$ cat src/rtl/joypad_serializer.sv
// Parallel-to-serial game controller ports: per-port button registers, strobe reload and
// falling-edge shift. Define JOYPAD_TURBO_EN to build in strobe-driven turbo gating.
module joypad_serializer #(
  parameter int unsigned PORTS         = 2,
  parameter int unsigned BITS          = 8,
  parameter logic        FILL          = 1'b1,
  parameter int unsigned TURBO_STROBES = 4
) (
  input  logic                                         clk,
  input  logic                                         reset_n,
  input  logic                                         btn_wr,
  input  logic [((PORTS > 1) ? $clog2(PORTS) : 1)-1:0] btn_sel,
  input  logic [BITS-1:0]                              btn_data,
  input  logic [PORTS*BITS-1:0]                        turbo_mask,
  input  logic                                         joypad_strobe,
  input  logic [PORTS-1:0]                             joypad_clock,
  output logic [PORTS-1:0]                             joypad_data,
  output logic [PORTS-1:0]                             overrun
);

  localparam int unsigned     CntW    = $clog2(BITS + 2);
  localparam logic [CntW-1:0] CntFull = CntW'(BITS);
  localparam logic [CntW-1:0] CntSat  = CntW'(BITS + 1);

  logic [BITS-1:0]  r_btn        [PORTS];
  logic [BITS-1:0]  r_shift      [PORTS];
  logic [CntW-1:0]  r_cnt        [PORTS];
  logic [PORTS-1:0] r_overrun;
  logic [PORTS-1:0] r_last_clock;

  logic [BITS-1:0]  w_btn_next   [PORTS];
  logic [BITS-1:0]  w_shift_next [PORTS];
  logic [CntW-1:0]  w_cnt_next   [PORTS];
  logic [BITS-1:0]  w_gate       [PORTS];
  logic [PORTS-1:0] w_overrun_next;
  logic [PORTS-1:0] w_fall;
  logic [31:0]      w_sel;

  assign w_sel  = 32'(btn_sel);
  assign w_fall = r_last_clock & ~joypad_clock;

`ifdef JOYPAD_TURBO_EN
  localparam int unsigned    TsW    = (TURBO_STROBES > 1) ? $clog2(TURBO_STROBES) : 1;
  localparam logic [TsW-1:0] TsLast = TsW'(TURBO_STROBES - 1);

  logic           r_strobe_prev;
  logic           r_turbo_phase;
  logic [TsW-1:0] r_strobe_cnt;

  always_ff @(posedge clk or negedge reset_n) begin
    if (!reset_n) begin
      r_strobe_prev <= 1'b0;
      r_turbo_phase <= 1'b0;
      r_strobe_cnt  <= '0;
    end else begin
      r_strobe_prev <= joypad_strobe;
      if (joypad_strobe && !r_strobe_prev) begin
        if (r_strobe_cnt == TsLast) begin
          r_strobe_cnt  <= '0;
          r_turbo_phase <= ~r_turbo_phase;
        end else begin
          r_strobe_cnt <= r_strobe_cnt + 1'b1;
        end
      end
    end
  end

  // Masked buttons read as released during the low turbo phase.
  always_comb begin
    for (int p = 0; p < PORTS; p++) begin
      w_gate[p] = ~turbo_mask[p*BITS +: BITS] | {BITS{r_turbo_phase}};
    end
  end
`else
  logic w_unused_turbo_mask;
  assign w_unused_turbo_mask = ^turbo_mask;

  always_comb begin
    for (int p = 0; p < PORTS; p++) begin
      w_gate[p] = '1;
    end
  end
`endif

  // Reload has priority over a coincident falling edge; writes only land in r_btn.
  always_comb begin
    w_overrun_next = r_overrun;
    for (int p = 0; p < PORTS; p++) begin
      w_btn_next[p]   = r_btn[p];
      w_shift_next[p] = r_shift[p];
      w_cnt_next[p]   = r_cnt[p];
      if (btn_wr && (w_sel == 32'(p))) begin
        w_btn_next[p] = btn_data;
      end
      if (joypad_strobe) begin
        w_shift_next[p]   = r_btn[p] & w_gate[p];
        w_cnt_next[p]     = '0;
        w_overrun_next[p] = 1'b0;
      end else if (w_fall[p]) begin
        w_shift_next[p] = {FILL, r_shift[p][BITS-1:1]};
        if (r_cnt[p] == CntFull) begin
          w_overrun_next[p] = 1'b1;
        end
        if (r_cnt[p] != CntSat) begin
          w_cnt_next[p] = r_cnt[p] + 1'b1;
        end
      end
    end
  end

  always_ff @(posedge clk or negedge reset_n) begin
    if (!reset_n) begin
      for (int p = 0; p < PORTS; p++) begin
        r_btn[p]   <= '0;
        r_shift[p] <= '0;
        r_cnt[p]   <= '0;
      end
      r_overrun    <= '0;
      r_last_clock <= '0;
    end else begin
      for (int p = 0; p < PORTS; p++) begin
        r_btn[p]   <= w_btn_next[p];
        r_shift[p] <= w_shift_next[p];
        r_cnt[p]   <= w_cnt_next[p];
      end
      r_overrun    <= w_overrun_next;
      r_last_clock <= joypad_clock;
    end
  end

  always_comb begin
    for (int p = 0; p < PORTS; p++) begin
      joypad_data[p] = r_shift[p][0];
    end
  end

  assign overrun = r_overrun;

endmodule

$ cat config.mk
export PLATFORM = sky130hd
export DESIGN_NAME = joypad_serializer
export DESIGN_NICKNAME = d
export VERILOG_FILES = /design/src/rtl/joypad_serializer.sv
export SDC_FILE = /design/constraint.sdc
export NUM_CORES = 1
export LEC_CHECK = 0
export BUFFER_PORTS_ARGS = -buffer_cell sky130_fd_sc_hd__buf_2
export CORE_MARGIN = 2
export CORE_UTILIZATION = 25
export CTS_CLUSTER_SIZE = 24
export DETAILED_ROUTE_END_ITERATION = 10
export MAX_ROUTING_LAYER = met4
export SKIP_LAST_GASP = 1
export SYNTH_ARGS = -nofsm -noshare
export SYNTH_HDL_FRONTEND = slang
export SYNTH_SLANG_ARGS = --single-unit
$ cat constraint.sdc
create_clock -name clk -period 1.3 [get_ports clk]
set_clock_uncertainty 0.1 [all_clocks]
set_input_delay 0.195 -clock clk [delete_from_list [all_inputs] [get_ports clk]]
set_output_delay 0.195 -clock clk [all_outputs]
set_load 0.02 [all_outputs]
After elaboration in Yosys (flattened, before gate mapping). Cells that the tools add are included.

Bits in registers: 44. Output and inout bits: 4. Logic and storage cells: 46.

Add/sub/neg operators: 2. Eq/ne operators: 4. Muxes and demuxes: 16. Bitwise operators: 2. Reduce and logical (&&, ||, !) cells: 13.

Operators with widths (count): zero test 32 bit (1); 2-to-1 mux 8 bit (4); 2-to-1 mux 4 bit (6); nonzero test 2 bit (6); adder 4 x 1 -> 4 bit, second input constant (2); equality test 4 bit, second input constant (2); inequality test 4 bit, second input constant (2); AND reduction 2 bit (4); 2-to-1 mux 1 bit (6); AND 2 bit (1); logical AND 1 bit (2); inverter 2 bit (1).

Logic depth before layout (Yosys ltp). Gate-level depths: netlist (run 1).

Depth in word-level cells: 4. Depth in mapped cells: 5. Depth with buffers taken out: 5.

Worst setup path before layout (run 1). OpenSTA, ideal clock, no wires.

Path type: register to register. Start point: reg r_cnt[0] in the netlist's numbering. End point: reg r_cnt[0] in the netlist's numbering. Arrival: 1.178 ns. Data required time: 1.075 ns. Setup slack: -0.103 ns. Cell stages (with the launch flop): 4. Path buffers: 0. Period minus slack after synthesis: 1.403 ns. Cells stage by stage: dfrtp_1 ha_1 a31oi_2 mux2_2.

Longest elaborated chain between the ends: 4. Elaborated cells between the ends (all ways): 7. Classes of those cells: add/sub: 1; eq/ne: 1; mux: 3; reduce/logical: 2.

Ends and longest elaborated chain: start: declaration (line 27) `logic [CntW-1:0] r_cnt [PORTS];`; start signal: indexed assignment (line 124) `r_cnt[p] <= w_cnt_next[p];`; adder 4 x 1 -> 4 bit (line 105) `w_cnt_next[p] = r_cnt[p] + 1'b1;`; 2-to-1 mux 4 bit (line 104) `if (r_cnt[p] != CntSat) begin`; 2-to-1 mux 4 bit (line 99) `end else if (w_fall[p]) begin`; 2-to-1 mux 4 bit (line 95) `if (joypad_strobe) begin`.

Parallel ways exist; a longest one is shown, timed or not. The select of a mux whose other input is x is not followed. A chain may end at the register's enable or synchronous reset.

Worst setup path after layout (run 1). Ends and elaborated chain as after synthesis.

==> results of run 1 <==
==> through the flow <==
step	total power, uW	worst slack [ns]	hold slack (ns)
after CTS	3020	-0.0154	0.0319
after global routing	3150	-0.0393	0.0279
after global placement	2060	0.0101	0.0952
after floorplan	1920	-0.0205	-0.201
after detailed placement	2080	-0.0124	0.0929
final	2970	-0.00725	0.0425
==> timing repair <==
action	CTS	global route
endpoints found under the hold margin	46	0
pin swaps	3	2
setup endpoints to repair	2	8
hold buffers	3	0
gates resized for setup	3	3
setup buffers	0	0
==> Yosys cell counts, drive strengths merged <==
| library cell | instances |
|---|---|
| clkbuf | 4 |
| dfrtp | 44 |
| a21oi | 7 |
| ha | 6 |
| buf | 6 |
| a41oi | 1 |
| nand3 | 4 |
| and2b | 1 |
| nor2b | 3 |
| o21ai | 19 |
| nand2 | 17 |
| mux2 | 18 |
| a31oi | 2 |
| nor2 | 8 |
| mux2i | 16 |
| inv | 6 |
| or3 | 2 |
| nand2b | 6 |
| a21o | 1 |
==> logic make-up after synthesis <==
family,share of synthesized area (%)
AOI/OAI and AO/OA,8.28
DFF,55.2
adders and majority gates,3.76
buffers and inverters,4.26
muxes,18.2
and+or+nand+nor,10.3
==> layer usage <==
metal | part of all wire [%] | vias to the layer above | track usage [%] | routed length [um]
met2 | 44 | 19 | 12.8 | 1620
met3 | 3.5 | 2 | 2.18 | 127
met5 | 0 | - | - | 0
met4 | 0.63 | 0 | 3.31 | 23
met1 | 51 | 632 | 12.4 | 1870
li1 | - | 644 | - | -
==> report_power, final <==
| part | switching [uW] | internal [uW] |
|---|---|---|
| sequential | 87.4 | 1530 |
| clock | 480 | 431 |
| combinational | 206 | 231 |
| total | 774 | 2190 |
==> final cells by class <==
| class | count | area share, % |
|---|---|---|
| Tap cell | 102 | 5.17 |
| Clock buffer | 6 | 3.35 |
| Inverter | 6 | 0.913 |
| Clock inverter | 2 | 0.609 |
| Timing Repair Buffer | 34 | 10.3 |
| Sequential cell | 44 | 44.6 |
| Multi-Input combinational cell | 111 | 35.0 |
==> worst max-delay path by stage <==
stage                    startpoint  depth (start not counted)                   end
3_3_place_gp   r_cnt[1]$_DFFE_PN0P_                          4  r_cnt[0]$_DFFE_PN0P_
6_report       r_cnt[0]$_DFFE_PN0P_                          3  r_cnt[0]$_DFFE_PN0P_
2_1_floorplan  r_cnt[1]$_DFFE_PN0P_                          4  r_cnt[0]$_DFFE_PN0P_
3_5_place_dp   r_cnt[1]$_DFFE_PN0P_                          4  r_cnt[0]$_DFFE_PN0P_
5_1_grt        r_cnt[1]$_DFFE_PN0P_                          4  r_cnt[0]$_DFFE_PN0P_
4_1_cts        r_cnt[0]$_DFFE_PN0P_                          3  r_cnt[0]$_DFFE_PN0P_
==> critical path, cell delays in order (launching register included) <==
cell     delay [ns]
dfrtp_1        0.43
ha_4           0.19
a31oi_4        0.17
mux2_4         0.31
==> state kept, by name, summed over array words and instances, names as in the netlist <==
| register | flops |
|---|---|
| joypad_data | 2 |
| r_last_clock | 2 |
| r_shift | 14 |
| r_cnt | 8 |
| r_btn | 16 |
| overrun | 2 |
==> results.ini, run 1 <==
[pwr]
irDropWorstVdd_v=0.000571
p_leak_uw=0.00113
cellPowerDensity_nw_per_um2=1200

[hold_path]
hold_path.class=in2reg
hold_path.startpoint=btn_data[1]
hold_path_end=r_btn[1]$_DFFE_PN0P_
hold_path_depth=2

[clocking]
numCtsBuffers=5
h-tree-depth=2
clk_pin_slew_worst_paths_ns=0.09
cts_root_buf=clkbuf_8
clock_path_buffers=2
insertion_delay_ns=0.29
cts_tree=yes
cts.sinks=44

[critical_path]
r2r_slack_ns=-0.007
worstRegToRegCells=3
worst_ep_required_time_ns=1.38
timing.rr.start=r_cnt[0]$_DFFE_PN0P_
worstSetupPathType=reg2reg
cp.arrival_ns=1.39
startpoint_type=flop
cp-end-kind=flop
critPathMaxFanout=2
r2r_end=r_cnt[0]$_DFFE_PN0P_

[detailed_routing]
drc=0
avgViaCountPerCell=4.25
wl_per_cell_um=11.9
wl_um=3640
vias=1297
dr.pass1.iters=4
drt-initial-drc-count=54
drtAntennaViolNets=0

[status]
status=finished with violations
violations=setup timing

[layout]
finalNetCount=239
final_area_sq_um=2470
antennaDiodeCount=0
seqCellArea_sq_um=1100
mostFrequentLayoutCells=dfrtp_1 (44), o21ai_0 (18), buf_2 (18)
multi_input_area_sq_um=863
fillers=792
layout.cells.non_filler=305
fin_util_pct=31.9
syn2layout_area_growth_pct=23.6
mostFrequentLayoutCell=dfrtp_1
drive_above_1_share_pct=33.5

[die]
fp.dieH_um=93.3
die_w_um=93.3
num_rows=32
start_util_pct=25.8
fp.dieArea_sq_um=8710
coreArea_sq_um=7730
ios=35

[placed_design]
io_buffers=18
dp_hpwl_um=2470
placed_cells=294
dpl-instance-area_sq_um=2310
gp_congestion=0.690

[sta]
finalSetupViolCount=1
finalCritPeriodShare_pct=101
period_needed_ns=1.31
finalMaxSlewViolations=0
hold_viol_final=0
fmax_mhz=765
maxSlewHeadroom_pct=80.8
setup_tns_ns=-0.00725
rsz0062_at_grt=yes
setup_slack_ns=-0.00725
worst_pin_slew_ns=0.289

[logic_synthesis]
ys_warn_count=0
ys_seq_area_share_pct=55.2
synthCells=171
avgSynthCellArea_sq_um=11.7
yosys.area.top_type=dfrtp_1
syn-num-nets=208
synth_top_cell_area_share_pct=55.2
synth_cell_types=24
netlist_top_cells_area=dfrtp_1 (55%), mux2_2 (10%), mux2i_1 (8.0%)
syn-cell-area_sq_um=2000
ys_ff_latch=44

[global_route]
globalRouteOverflowTotal=0
antenna_found_initial=0
grt_max_degree=45
grtUsageTotal_pct=9.00
first_global_vias=1256
grt_pass1_wl_um=5950

[run]
drv_cap=0

Note: power is estimated with default switching activity, not from simulation.
==> run 2, diff against run 1 <==
Settings changed: ABC_CLOCK_PERIOD_IN_PS from default to 1300, SETUP_SLACK_MARGIN from default to 0.4.
==> run 2 against run 1 <==
  * The run still ends with setup timing left
  * Cell count is 2.6% higher
  * Non-clock buffer count is 8 higher
  * Total power is 11% higher
  * Clock power is 20% higher
  * Combinational power is 26% higher
  * Largest power group unchanged
==> results.ini, run 2 (same netlist as run 1, synthesis figures left out) <==
[clocking]
numCtsBuffers=5  ; unchanged
cts.sinks=44  ; unchanged
clock_path_buffers=2  ; unchanged
insertion_delay_ns=0.30  ; about the same
cts_root_buf=clkbuf_8
cts_tree=yes
clk_pin_slew_worst_paths_ns=0.09  ; about the same
h-tree-depth=2  ; unchanged

[placed_design]
place_ws_ns=0.00137  ; +0.0138 ns
gp_congestion=0.726  ; +5.1%
dp_hpwl_um=2530  ; +2.2%
io_buffers=18  ; unchanged
placed_cells=295  ; +0.34%

[critical_path]
worstSetupPathType=reg2reg
worst_ep_required_time_ns=1.40  ; +0.02 ns
cp_slowest_cell=dfrtp_1
cp.arrival_ns=1.40  ; about the same
critPathMaxFanout=2  ; unchanged
crit_path_max_incr_delay_ns=0.43  ; about the same
cp-end-kind=flop
path_cells=ha_4, a21oi_4, mux2_4
startpoint_type=flop

[global_route]
globalRouteOverflowTotal=0  ; unchanged
antenna_found_initial=0  ; unchanged
first_global_vias=1387  ; +10%
grt_pass1_wl_um=6670  ; +12%
grtUsageTotal_pct=10.2  ; +1.2 points
grt_max_degree=45  ; unchanged

[die]
die_w_um=93.3  ; unchanged
num_rows=32  ; unchanged
coreArea_sq_um=7730  ; unchanged
ios=35  ; unchanged
fp.dieH_um=93.3  ; unchanged
start_util_pct=25.8  ; unchanged
fp.dieArea_sq_um=8710  ; unchanged

[detailed_routing]
drt-initial-drc-count=61  ; +13%
wl_met1_um=1980  ; +5.8%
wl_um=3870  ; +6.4%
drtAntennaViolNets=0  ; unchanged
wl_per_cell_um=12.4  ; +3.7%
wl_met3_um=147  ; +16%
dr.pass1.iters=3  ; -1
wl_met2_um=1670  ; +3.7%
vias=1319  ; +1.7%
avgViaCountPerCell=4.21  ; -0.90%
highest_layer=met4
drc=0  ; unchanged

[status]
violations=setup timing
status=finished with violations

[layout]
finalNetCount=247  ; +3.3%
antennaDiodeCount=0  ; unchanged
layout.cells.non_filler=313  ; +2.6%
drive_above_1_share_pct=40.3  ; +6.8 points
largest-register=r_btn
syn2layout_area_growth_pct=35.5
mostFrequentLayoutCell=dfrtp_1
mostFrequentLayoutCells=dfrtp_1 (44), nand2_1 (16), o21ai_1 (16)
fin_util_pct=35.0  ; +3.1 points
top_regs=r_btn x16, r_shift x14, r_cnt x8
largest_reg_flops=16  ; unchanged

[hold_path]
hold_path.class=in2reg

[sta]
setup_slack_ns=-0.00447  ; +0.00278 ns
rsz0062_at_grt=yes
finalMaxSlewViolations=0  ; unchanged
period_needed_ns=1.30  ; -0.00278 ns
worst_pin_slew_ns=0.244  ; -0.0449 ns
finalCritPeriodShare_pct=100  ; -0.21 points
fmax_mhz=767  ; +0.21%
hold_viol_final=0  ; unchanged
finalSetupViolCount=1  ; unchanged
maxSlewHeadroom_pct=83.7  ; +3.0 points

[pwr]
p_leak_uw=0.00123  ; +8.7%
irDropWorstVdd_v=0.000556  ; -2.7%
cellPowerDensity_nw_per_um2=1220  ; +1.1%

[run]
drv_cap=0  ; unchanged

-- run 2: cell types whose count changed in the layout (fill, tap and decap cells not counted), moves of 3 or more --
cell     delta
mux2_4      +8
o21ai_0    -15
mux2i_1     -3
mux2_2      -8
buf_2       -4
o21ai_1    +15
buf_6      +11
-- run 2: path summary, 6_finish.rpt --
path,start,to,slack (ns),depth (start not counted)
max reg2reg,r_cnt[4]$_DFFE_PN0P_,r_cnt[4]$_DFFE_PN0P_,-0.004,3
max in group asynchronous,reset_n,r_cnt[7]$_DFFE_PN0P_,0.59,3
min in group asynchronous,reset_n,overrun[1]$_DFFE_PN0P_,0.30,3
min reg2reg,r_btn[7]$_DFFE_PN0P_,r_shift[7]$_DFFE_PN0P_,0.39,2
min,btn_data[3],r_btn[11]$_DFFE_PN0P_,0.03,2
max,r_cnt[4]$_DFFE_PN0P_,r_cnt[4]$_DFFE_PN0P_,-0.004,3
-- run 2: worst max-delay path: cells and delay by family, from the launching register on --
kind / cells / cell delay, ns
AOI/OAI and AO/OA: 1 / 0.16
adders and majority gates: 1 / 0.19
DFF: 1 / 0.43
muxes: 1 / 0.31
-- run 2: layout make-up --
class	count	area, sq um
fillers	764	5020
repair buffers	42	374
clock inverters	3	46.3
clock buffers	5	68.8
multi-input cells	111	961
flip-flops and latches	44	1100
inverters	6	25.0
well taps	102	128
-- run 2: routing by layer --
layer,GRT usage (%),vias up
li1,-,668
met1,13.7,625
met2,14.6,20
met3,2.74,6
met4,4.04,0
met5,-,-
-- run 2: report_power, final --
part | switching [uW] | internal, uW
Sequential | 113 | 1530
Combinational | 230 | 321
Clock | 513 | 579
Total | 856 | 2430
-- run 2: timing repair --
action | 4_1_cts | 5_1_grt
hold endpoints to repair | 46 | 0
resized for setup | 24 | 10
cloned | 0 | 0
pin swaps | 4 | 5
hold buffers | 3 | 0
setup buffers | 5 | 2
endpoints found under the setup margin | 30 | 32
-- run 2: metrics by stage --
stage / total power, uW / hold slack, ns / cell area (sq um) / setup TNS, ns
detailed placement: 2130 / 0.0956 / 2370 / 0
finish: 3290 / 0.0251 / 2700 / -0.00447
CTS: 3290 / 0.0161 / 2650 / -0.00395
global route: 3480 / 0.0211 / 2700 / -0.187
global placement: 2110 / 0.0962 / 2370 / 0
floorplan: 1960 / -0.201 / 2080 / -0.0401
